### src/rtl/mem_stage.sv
// Memory-access stage: word loads/stores over a req/ack data-memory handshake,
// registered writeback latch, load-hazard publication and an access watchdog.
module mem_stage #(
  parameter int DBITS   = 32,
  parameter int TIMEOUT = 255
) (
  input  logic             clk,
  input  logic             reset,
  input  logic             in_valid,
  input  logic             in_is_load,
  input  logic             in_is_store,
  input  logic             in_wr_reg,
  input  logic [4:0]       in_reg_dest,
  input  logic [DBITS-1:0] in_result,
  input  logic [DBITS-1:0] in_mem_addr,
  input  logic [DBITS-1:0] in_pc,
  output logic             in_ready,
  output logic             dmem_req,
  output logic             dmem_we,
  output logic [DBITS-1:0] dmem_addr,
  output logic [DBITS-1:0] dmem_wdata,
  input  logic             dmem_ack,
  input  logic [DBITS-1:0] dmem_rdata,
  output logic             out_valid,
  output logic             out_wr_reg,
  output logic [4:0]       out_reg_dest,
  output logic [DBITS-1:0] out_wb_data,
  output logic [DBITS-1:0] out_pc,
  output logic             de_load_busy,
  output logic [4:0]       de_load_dest,
  output logic             err_misaligned,
  output logic             err_timeout
);

  localparam logic [0:0] IDLE = 1'b0;
  localparam logic [0:0] BUSY = 1'b1;
  localparam logic [7:0] CNT_LAST = 8'(TIMEOUT - 1);

  logic [0:0]       state_q, state_d;
  logic [7:0]       cnt_q, cnt_d;
  logic             hold_we_q, hold_we_d;
  logic             hold_wr_q, hold_wr_d;
  logic [4:0]       hold_dest_q, hold_dest_d;
  logic [DBITS-1:0] hold_addr_q, hold_addr_d;
  logic [DBITS-1:0] hold_data_q, hold_data_d;
  logic [DBITS-1:0] hold_pc_q, hold_pc_d;

  logic             out_valid_q, out_valid_d;
  logic             out_wr_q, out_wr_d;
  logic [4:0]       out_dest_q, out_dest_d;
  logic [DBITS-1:0] out_data_q, out_data_d;
  logic [DBITS-1:0] out_pc_q, out_pc_d;
  logic             err_mis_q, err_mis_d;
  logic             err_to_q, err_to_d;

  logic busy_s;
  assign busy_s = (state_q == BUSY);

  // Next-state, holding-register and writeback-latch decode.
  always_comb begin
    state_d     = state_q;
    cnt_d       = cnt_q;
    hold_we_d   = hold_we_q;
    hold_wr_d   = hold_wr_q;
    hold_dest_d = hold_dest_q;
    hold_addr_d = hold_addr_q;
    hold_data_d = hold_data_q;
    hold_pc_d   = hold_pc_q;
    out_valid_d = 1'b0;
    out_wr_d    = 1'b0;
    out_dest_d  = 5'd0;
    out_data_d  = {DBITS{1'b0}};
    out_pc_d    = {DBITS{1'b0}};
    err_mis_d   = 1'b0;
    err_to_d    = 1'b0;
    case (state_q)
      IDLE: begin
        if (!in_valid) begin
          state_d = IDLE;
        end else if (!(in_is_load || in_is_store)) begin
          out_valid_d = 1'b1;
          out_wr_d    = in_wr_reg && (in_reg_dest != 5'd0);
          out_dest_d  = in_reg_dest;
          out_data_d  = in_result;
          out_pc_d    = in_pc;
        end else if (in_mem_addr[1:0] != 2'b00) begin
          // Misaligned access retires immediately without touching memory.
          out_valid_d = 1'b1;
          out_dest_d  = in_reg_dest;
          out_data_d  = in_result;
          out_pc_d    = in_pc;
          err_mis_d   = 1'b1;
        end else begin
          state_d     = BUSY;
          cnt_d       = 8'd0;
          hold_we_d   = in_is_store;
          hold_wr_d   = in_wr_reg;
          hold_dest_d = in_reg_dest;
          hold_addr_d = in_mem_addr;
          hold_data_d = in_result;
          hold_pc_d   = in_pc;
        end
      end
      BUSY: begin
        if (dmem_ack) begin
          state_d     = IDLE;
          out_valid_d = 1'b1;
          out_dest_d  = hold_dest_q;
          out_pc_d    = hold_pc_q;
          if (hold_we_q) begin
            out_wr_d   = 1'b0;
            out_data_d = hold_data_q;
          end else begin
            out_wr_d   = hold_wr_q && (hold_dest_q != 5'd0);
            out_data_d = dmem_rdata;
          end
        end else if (cnt_q == CNT_LAST) begin
          state_d     = IDLE;
          out_valid_d = 1'b1;
          out_dest_d  = hold_dest_q;
          out_pc_d    = hold_pc_q;
          err_to_d    = 1'b1;
        end else begin
          cnt_d = cnt_q + 8'd1;
        end
      end
      default: begin
        state_d = IDLE;
      end
    endcase
  end

  // State, holding and writeback registers.
  always_ff @(posedge clk or posedge reset) begin
    if (reset) begin
      state_q     <= IDLE;
      cnt_q       <= 8'd0;
      hold_we_q   <= 1'b0;
      hold_wr_q   <= 1'b0;
      hold_dest_q <= 5'd0;
      hold_addr_q <= {DBITS{1'b0}};
      hold_data_q <= {DBITS{1'b0}};
      hold_pc_q   <= {DBITS{1'b0}};
      out_valid_q <= 1'b0;
      out_wr_q    <= 1'b0;
      out_dest_q  <= 5'd0;
      out_data_q  <= {DBITS{1'b0}};
      out_pc_q    <= {DBITS{1'b0}};
      err_mis_q   <= 1'b0;
      err_to_q    <= 1'b0;
    end else begin
      state_q     <= state_d;
      cnt_q       <= cnt_d;
      hold_we_q   <= hold_we_d;
      hold_wr_q   <= hold_wr_d;
      hold_dest_q <= hold_dest_d;
      hold_addr_q <= hold_addr_d;
      hold_data_q <= hold_data_d;
      hold_pc_q   <= hold_pc_d;
      out_valid_q <= out_valid_d;
      out_wr_q    <= out_wr_d;
      out_dest_q  <= out_dest_d;
      out_data_q  <= out_data_d;
      out_pc_q    <= out_pc_d;
      err_mis_q   <= err_mis_d;
      err_to_q    <= err_to_d;
    end
  end

  // Memory-side and hazard outputs derive only from registered state.
  assign in_ready       = ~busy_s;
  assign dmem_req       = busy_s;
  assign dmem_we        = busy_s & hold_we_q;
  assign dmem_addr      = busy_s ? {hold_addr_q[DBITS-1:2], 2'b00} : {DBITS{1'b0}};
  assign dmem_wdata     = busy_s ? hold_data_q : {DBITS{1'b0}};
  assign de_load_busy   = busy_s & ~hold_we_q;
  assign de_load_dest   = busy_s ? hold_dest_q : 5'd0;
  assign out_valid      = out_valid_q;
  assign out_wr_reg     = out_wr_q;
  assign out_reg_dest   = out_dest_q;
  assign out_wb_data    = out_data_q;
  assign out_pc         = out_pc_q;
  assign err_misaligned = err_mis_q;
  assign err_timeout    = err_to_q;

endmodule

### config.mk
export PLATFORM = sky130hd
export DESIGN_NAME = mem_stage
export DESIGN_NICKNAME = d
export VERILOG_FILES = /design/src/rtl/mem_stage.sv
export SDC_FILE = /design/constraint.sdc
export NUM_CORES = 1
export LEC_CHECK = 0
export CAP_MARGIN = 0
export CORE_UTILIZATION = 45
export CTS_BUF_LIST = sky130_fd_sc_hd__clkbuf_4 sky130_fd_sc_hd__clkbuf_8 sky130_fd_sc_hd__clkbuf_16
export DETAILED_ROUTE_END_ITERATION = 10
export GPL_TIMING_DRIVEN = 0
export HOLD_SLACK_MARGIN = 0.02
export PLACE_DENSITY = 0.81
export SLEW_MARGIN = 20
export SYNTH_ARGS = -nofsm -noshare
export SYNTH_HDL_FRONTEND = slang
export SYNTH_SLANG_ARGS = --single-unit
### constraint.sdc
create_clock -name clk -period 7.7 [get_ports clk]
set_clock_uncertainty 0.1 [all_clocks]
set_input_delay 0.77 -clock clk [delete_from_list [all_inputs] [get_ports clk]]
set_output_delay 0.77 -clock clk [all_outputs]
set_load 0.005 [all_outputs]
==> Word level (Yosys, flattened, before mapping) <==
Cells that the tools add are included.
{ "classes": {"bitwise_logic": 5, "mux": 49, "n_addsub": 1, "n_reduce_logical": 8, "n_eq_ne": 6} }
{ "ops": {"columns": ["op", "n"], "rows": [
  ["32-bit two-way mux", 12],
  ["32-bit one-hot mux with 2 select lines", 2],
  ["8-bit two-way mux", 5],
  ["5-bit two-way mux", 6],
  ["1-bit two-way mux", 19],
  ["8-bit one-hot mux with 2 select lines", 1],
  ["5-bit one-hot mux with 2 select lines", 1],
  ["5-bit nonzero test", 2],
  ["8-bit by 1-bit adder with 8-bit output, second input constant", 1],
  ["8-bit equality test, second input constant", 1],
  ["2-bit != test, second input constant", 4],
  ["1-bit one-hot mux with 2 select lines", 3],
  ["5-bit AND reduction", 1],
  ["4-bit AND reduction", 1],
  ["1-bit inverter", 3],
  ["1-bit bitwise AND", 2],
  ["1-bit logical AND", 2],
  ["2-bit by 1-bit != test with 1-bit output, second input constant", 1],
  ["2-bit nonzero test", 1],
  ["1-bit logical OR", 1]
]} }
{ "word_totals": {"regBits": 185, "input_bits": 140} }

==> Depth between registers and ports, before layout <==
{ "logic_depth": {"ltp_word": 5, "depth_mapped": 7, "mapped_depth_nobuf": 5} }

==> Least setup slack after synthesis <==
OpenSTA, ideal clock, no wires.
{ "synth_path": {"path_type": "input to register", "from": "input in_mem_addr[1]", "to": "register cnt_q[6]", "n_path_buf": 4, "t_arrival_ns": 2.113, "path_stages": 7, "slack_ns": 5.361, "path_cell_list": "or2_1 -> buf_6 -> or3_1 -> clkbuf_1 -> buf_6 -> buf_6 -> a311o_1"} }
{ "synth_between": {"elab_chain_len": 3} }
{ "synth_rtl": {"columns": ["element", "line", "source"], "rows": [
  ["from (decl)", "15", "input logic [DBITS-1:0] in_mem_addr,"],
  ["2-bit nonzero test", "86", "end else if (in_mem_addr[1:0] != 2'b00) begin"],
  ["2-bit != test (no line)", null, null],
  ["5-bit AND reduction (no line)", null, null],
  ["to (signal assigned)", "153", "cnt_q <= cnt_d;"],
  ["to (decl)", "40", "logic [7:0] cnt_q, cnt_d;"]
]} }
Every way passes these cells.
A chain may end at the register's enable or synchronous reset.

==> Worst setup path in the final report <==
{ "layout_path": {"from": "register state_q, in the netlist dmem_req", "to": "output dmem_wdata[12]"} }
{ "layout_between": {"elab_chain_len": 1} }
{ "layout_rtl": {"columns": ["element", "line", "source"], "rows": [
  ["from (decl)", "39", "logic [0:0] state_q, state_d;"],
  ["from (signal assigned)", "152", "state_q <= state_d;"],
  ["32-bit two-way mux", "175", "assign dmem_wdata = busy_s ? hold_data_q : {DBITS{1'b0}};"],
  ["to (decl)", "21", "output logic [DBITS-1:0] dmem_wdata,"]
]} }
Every way passes these cells.

==> results.txt <==
Status: finished clean
GP Congestion: 0.846
Die X-Extent: 133 um
Vias in the first global route: 6197
Initial antenna violation count: 0
CTS Root Cell: clkbuf_16
H-tree levels: 4
Initial core utilization: 46.5%
Port buffer count: 283
Data arrival, critical path: 2.91 ns
Pre-CTS WS: 4.32 ns
Area contributors post-synth: dfrtp_1 (59%), mux2_2 (14%), and2_1 (5.5%)
Setup bufs post-CTS: 0
CP Data Required Time: 6.83 ns
Ports: 286
FFs w/ async S/R, synth: 100%
Post-route setup slack: 3.92 ns
RSZ-0062 raised after global routing: false
Leak pwr: 4.91 nW
Setup crit start kind: flop
CTS max path bufs: 2
GRT Resource Usage Total: 24.3%
Final Hold Fails: 0
Reg2Reg Depth: 5
Via density: 5.33
Num CTS Buffers: 17
Max Slew Vio Count: 0
F_max: 265 MHz
Synth Warn #: 0
Rel. slew slack: 47.7%
Synthesis-to-layout area growth: 48.0%
CTS Hold Bufs: 0
Mapped Cells: 562
Most common cell after layout, fill and taps aside: clkdlybuf4s50_1
Unique cell type count in the Yosys netlist: 44
Clock-pin transition on the worst setup and hold timing paths: 0.07 ns
Hold Crit Depth: 1
Worst path depth: 5
Gr ovfl total: 0
Number of core rows: 47
Mapped cell area: 0.00777 mm^2
EDFF count, synth: 0
Yosys reg bits: 183
Die area: 0.0178 mm^2
Max-cap violations: 0
Largest net degree at the start of global routing: 111
DRT iter0 DRCs: 226
CP top delay family: buffers and inverters
Dpl hpwl: 15.1 mm
CTS tree: built
Final wirelength: 21.0 mm
First-pass GRT wire length: 33.2 mm
# clock sinks: 183
Slowest-stage cell, CP: clkbuf_1
Final Setup Violations: 0
Diode count: 0
CP Class: reg -> out
WL/cell: 19.1 um
Mean post-synth cell area: 13.8 um^2
Seq/Total Area, Yosys: 58.9%
Post-CTS Resized: 0
TritonRoute pass-1 iters: 4
Area share of the largest cell type after synthesis: 58.9%
Post-synth top area cell: dfrtp_1
Filler cells: 1195
Hold WS: 0.399 ns
Crit path max fanout: 10
Share of layout cells above drive strength 1: 17.3%
Most frequent cells in the layout: clkdlybuf4s50_1 (283), dfrtp_1 (183), mux2_2 (95)
CP most frequent cell: clkbuf_1
Final Critical Period: 3.78 ns
Core Area: 0.0167 mm^2
Pwr/cell area: 229 mW/mm^2
DRC viols: 0
Worst-Margin Slew: 0.784 ns
Number of antenna-violating nets in the routed design: 0
CP cell instances: clkbuf_1 -> clkbuf_1 -> clkbuf_1 -> and2_1 -> clkdlybuf4s50_1
Share of the cycle needed by the critical path after routing: 49.1%
Die height: 133 um
Max incr delay on CP: 0.53 ns
Worst hold path type: reg -> reg
Nets@finish: 1008
Vias: 5858
VDD IR max: 0.000166 V
WP buf/inv: 4
Critical Path End Type: output port
Worst-Skew Late Latency: 0.43 ns
Primary FF master, synth: dfrtp_1
==> cells by family after synthesis <==
| logic type | count (synthesis) | synth area share (%) |
|---|---|---|
| AOI/OAI and AO/OA | 88 | 10.3 |
| adders and majority gates | 2 | 0.322 |
| buffers and inverters | 50 | 2.98 |
| DFF | 183 | 58.9 |
| muxes | 138 | 19.8 |
| other | 1 | 0.0482 |
| and+or+nand+nor | 100 | 7.73 |
==> worst register-to-register path: stages (launching register included) <==
cell	delay, ns
dfrtp_1	0.40
nand2b_1	0.27
nor3_1	0.30
buf_2	0.29
buf_2	0.31
mux2_2	0.37
==> worst paths after layout <==
| kind | from | endpoint | slack [ns] |
|---|---|---|---|
| max | dmem_req | dmem_wdata[12] | 3.92 |
| min | hold_addr_q[20] | hold_addr_q[20] | 0.40 |
| min in group asynchronous | reset | hold_addr_q[17] | 0.68 |
| min reg2reg | hold_addr_q[20] | hold_addr_q[20] | 0.40 |
| max in group asynchronous | reset | hold_data_q[2] | 5.89 |
| max reg2reg | dmem_req | hold_data_q[14] | 5.55 |
==> metal layers <==
layer  global-route usage [%]  part of all wire [%]  up-vias
met3                     6.24                   6.1       42
met5                        0                     0        -
met1                     29.0                    40     2923
li1                         -                     -     2658
met4                     10.8                   3.1        0
met2                     41.5                    51      235
==> power by group <==
part / internal (mW) / total (mW) / switching (mW)
clock: 0.490 / 0.871 / 0.381
sequential: 1.12 / 1.22 / 0.0933
combinational: 0.344 / 0.551 / 0.207
total: 1.96 / 2.64 / 0.681
==> metrics by stage <==
step	power, mW	instances	cell area [um^2]	utilization (%)	setup TNS (ns)
after floorplan	1.50	563	7780	-	0
after global routing	2.76	1099	11500	68.9	0
final	2.64	1099	11500	68.9	0
after global placement	1.75	1066	10900	65.2	-47.44
after detailed placement	1.79	1067	10900	65.4	0
after CTS	2.66	1099	11500	68.9	0
==> cells in the mapped netlist (2+ instances only) <==
| cell type | number |
|---|---|
| o2bb2ai_1 | 32 |
| nand2_1 | 5 |
| ha_1 | 2 |
| o211ai_1 | 2 |
| buf_1 | 4 |
| o31ai_1 | 4 |
| nor3_1 | 3 |
| clkbuf_1 | 26 |
| and3_1 | 2 |
| mux2i_1 | 36 |
| nand3_1 | 2 |
| buf_2 | 11 |
| and2_1 | 68 |
| nand2b_1 | 3 |
| buf_6 | 3 |
| inv_1 | 4 |
| a22o_1 | 5 |
| mux2_2 | 95 |
| buf_4 | 2 |
| a32o_1 | 33 |
| nor2_1 | 6 |
| or4_1 | 2 |
| dfrtp_1 | 183 |
| nor2b_1 | 3 |
| mux2_4 | 7 |
==> cell type report <==
type,count,area (um^2),area share (%)
clock buffers,19,440,3.83
clock inverters,13,146,1.27
multi-input cells,330,2970,25.8
inverters,4,22.5,0.196
flip-flops and latches,183,4580,39.8
plain buffers,46,216,1.88
well taps,220,275,2.39
repair buffers,284,2860,24.9
Power figures use the tool's default switching activity.
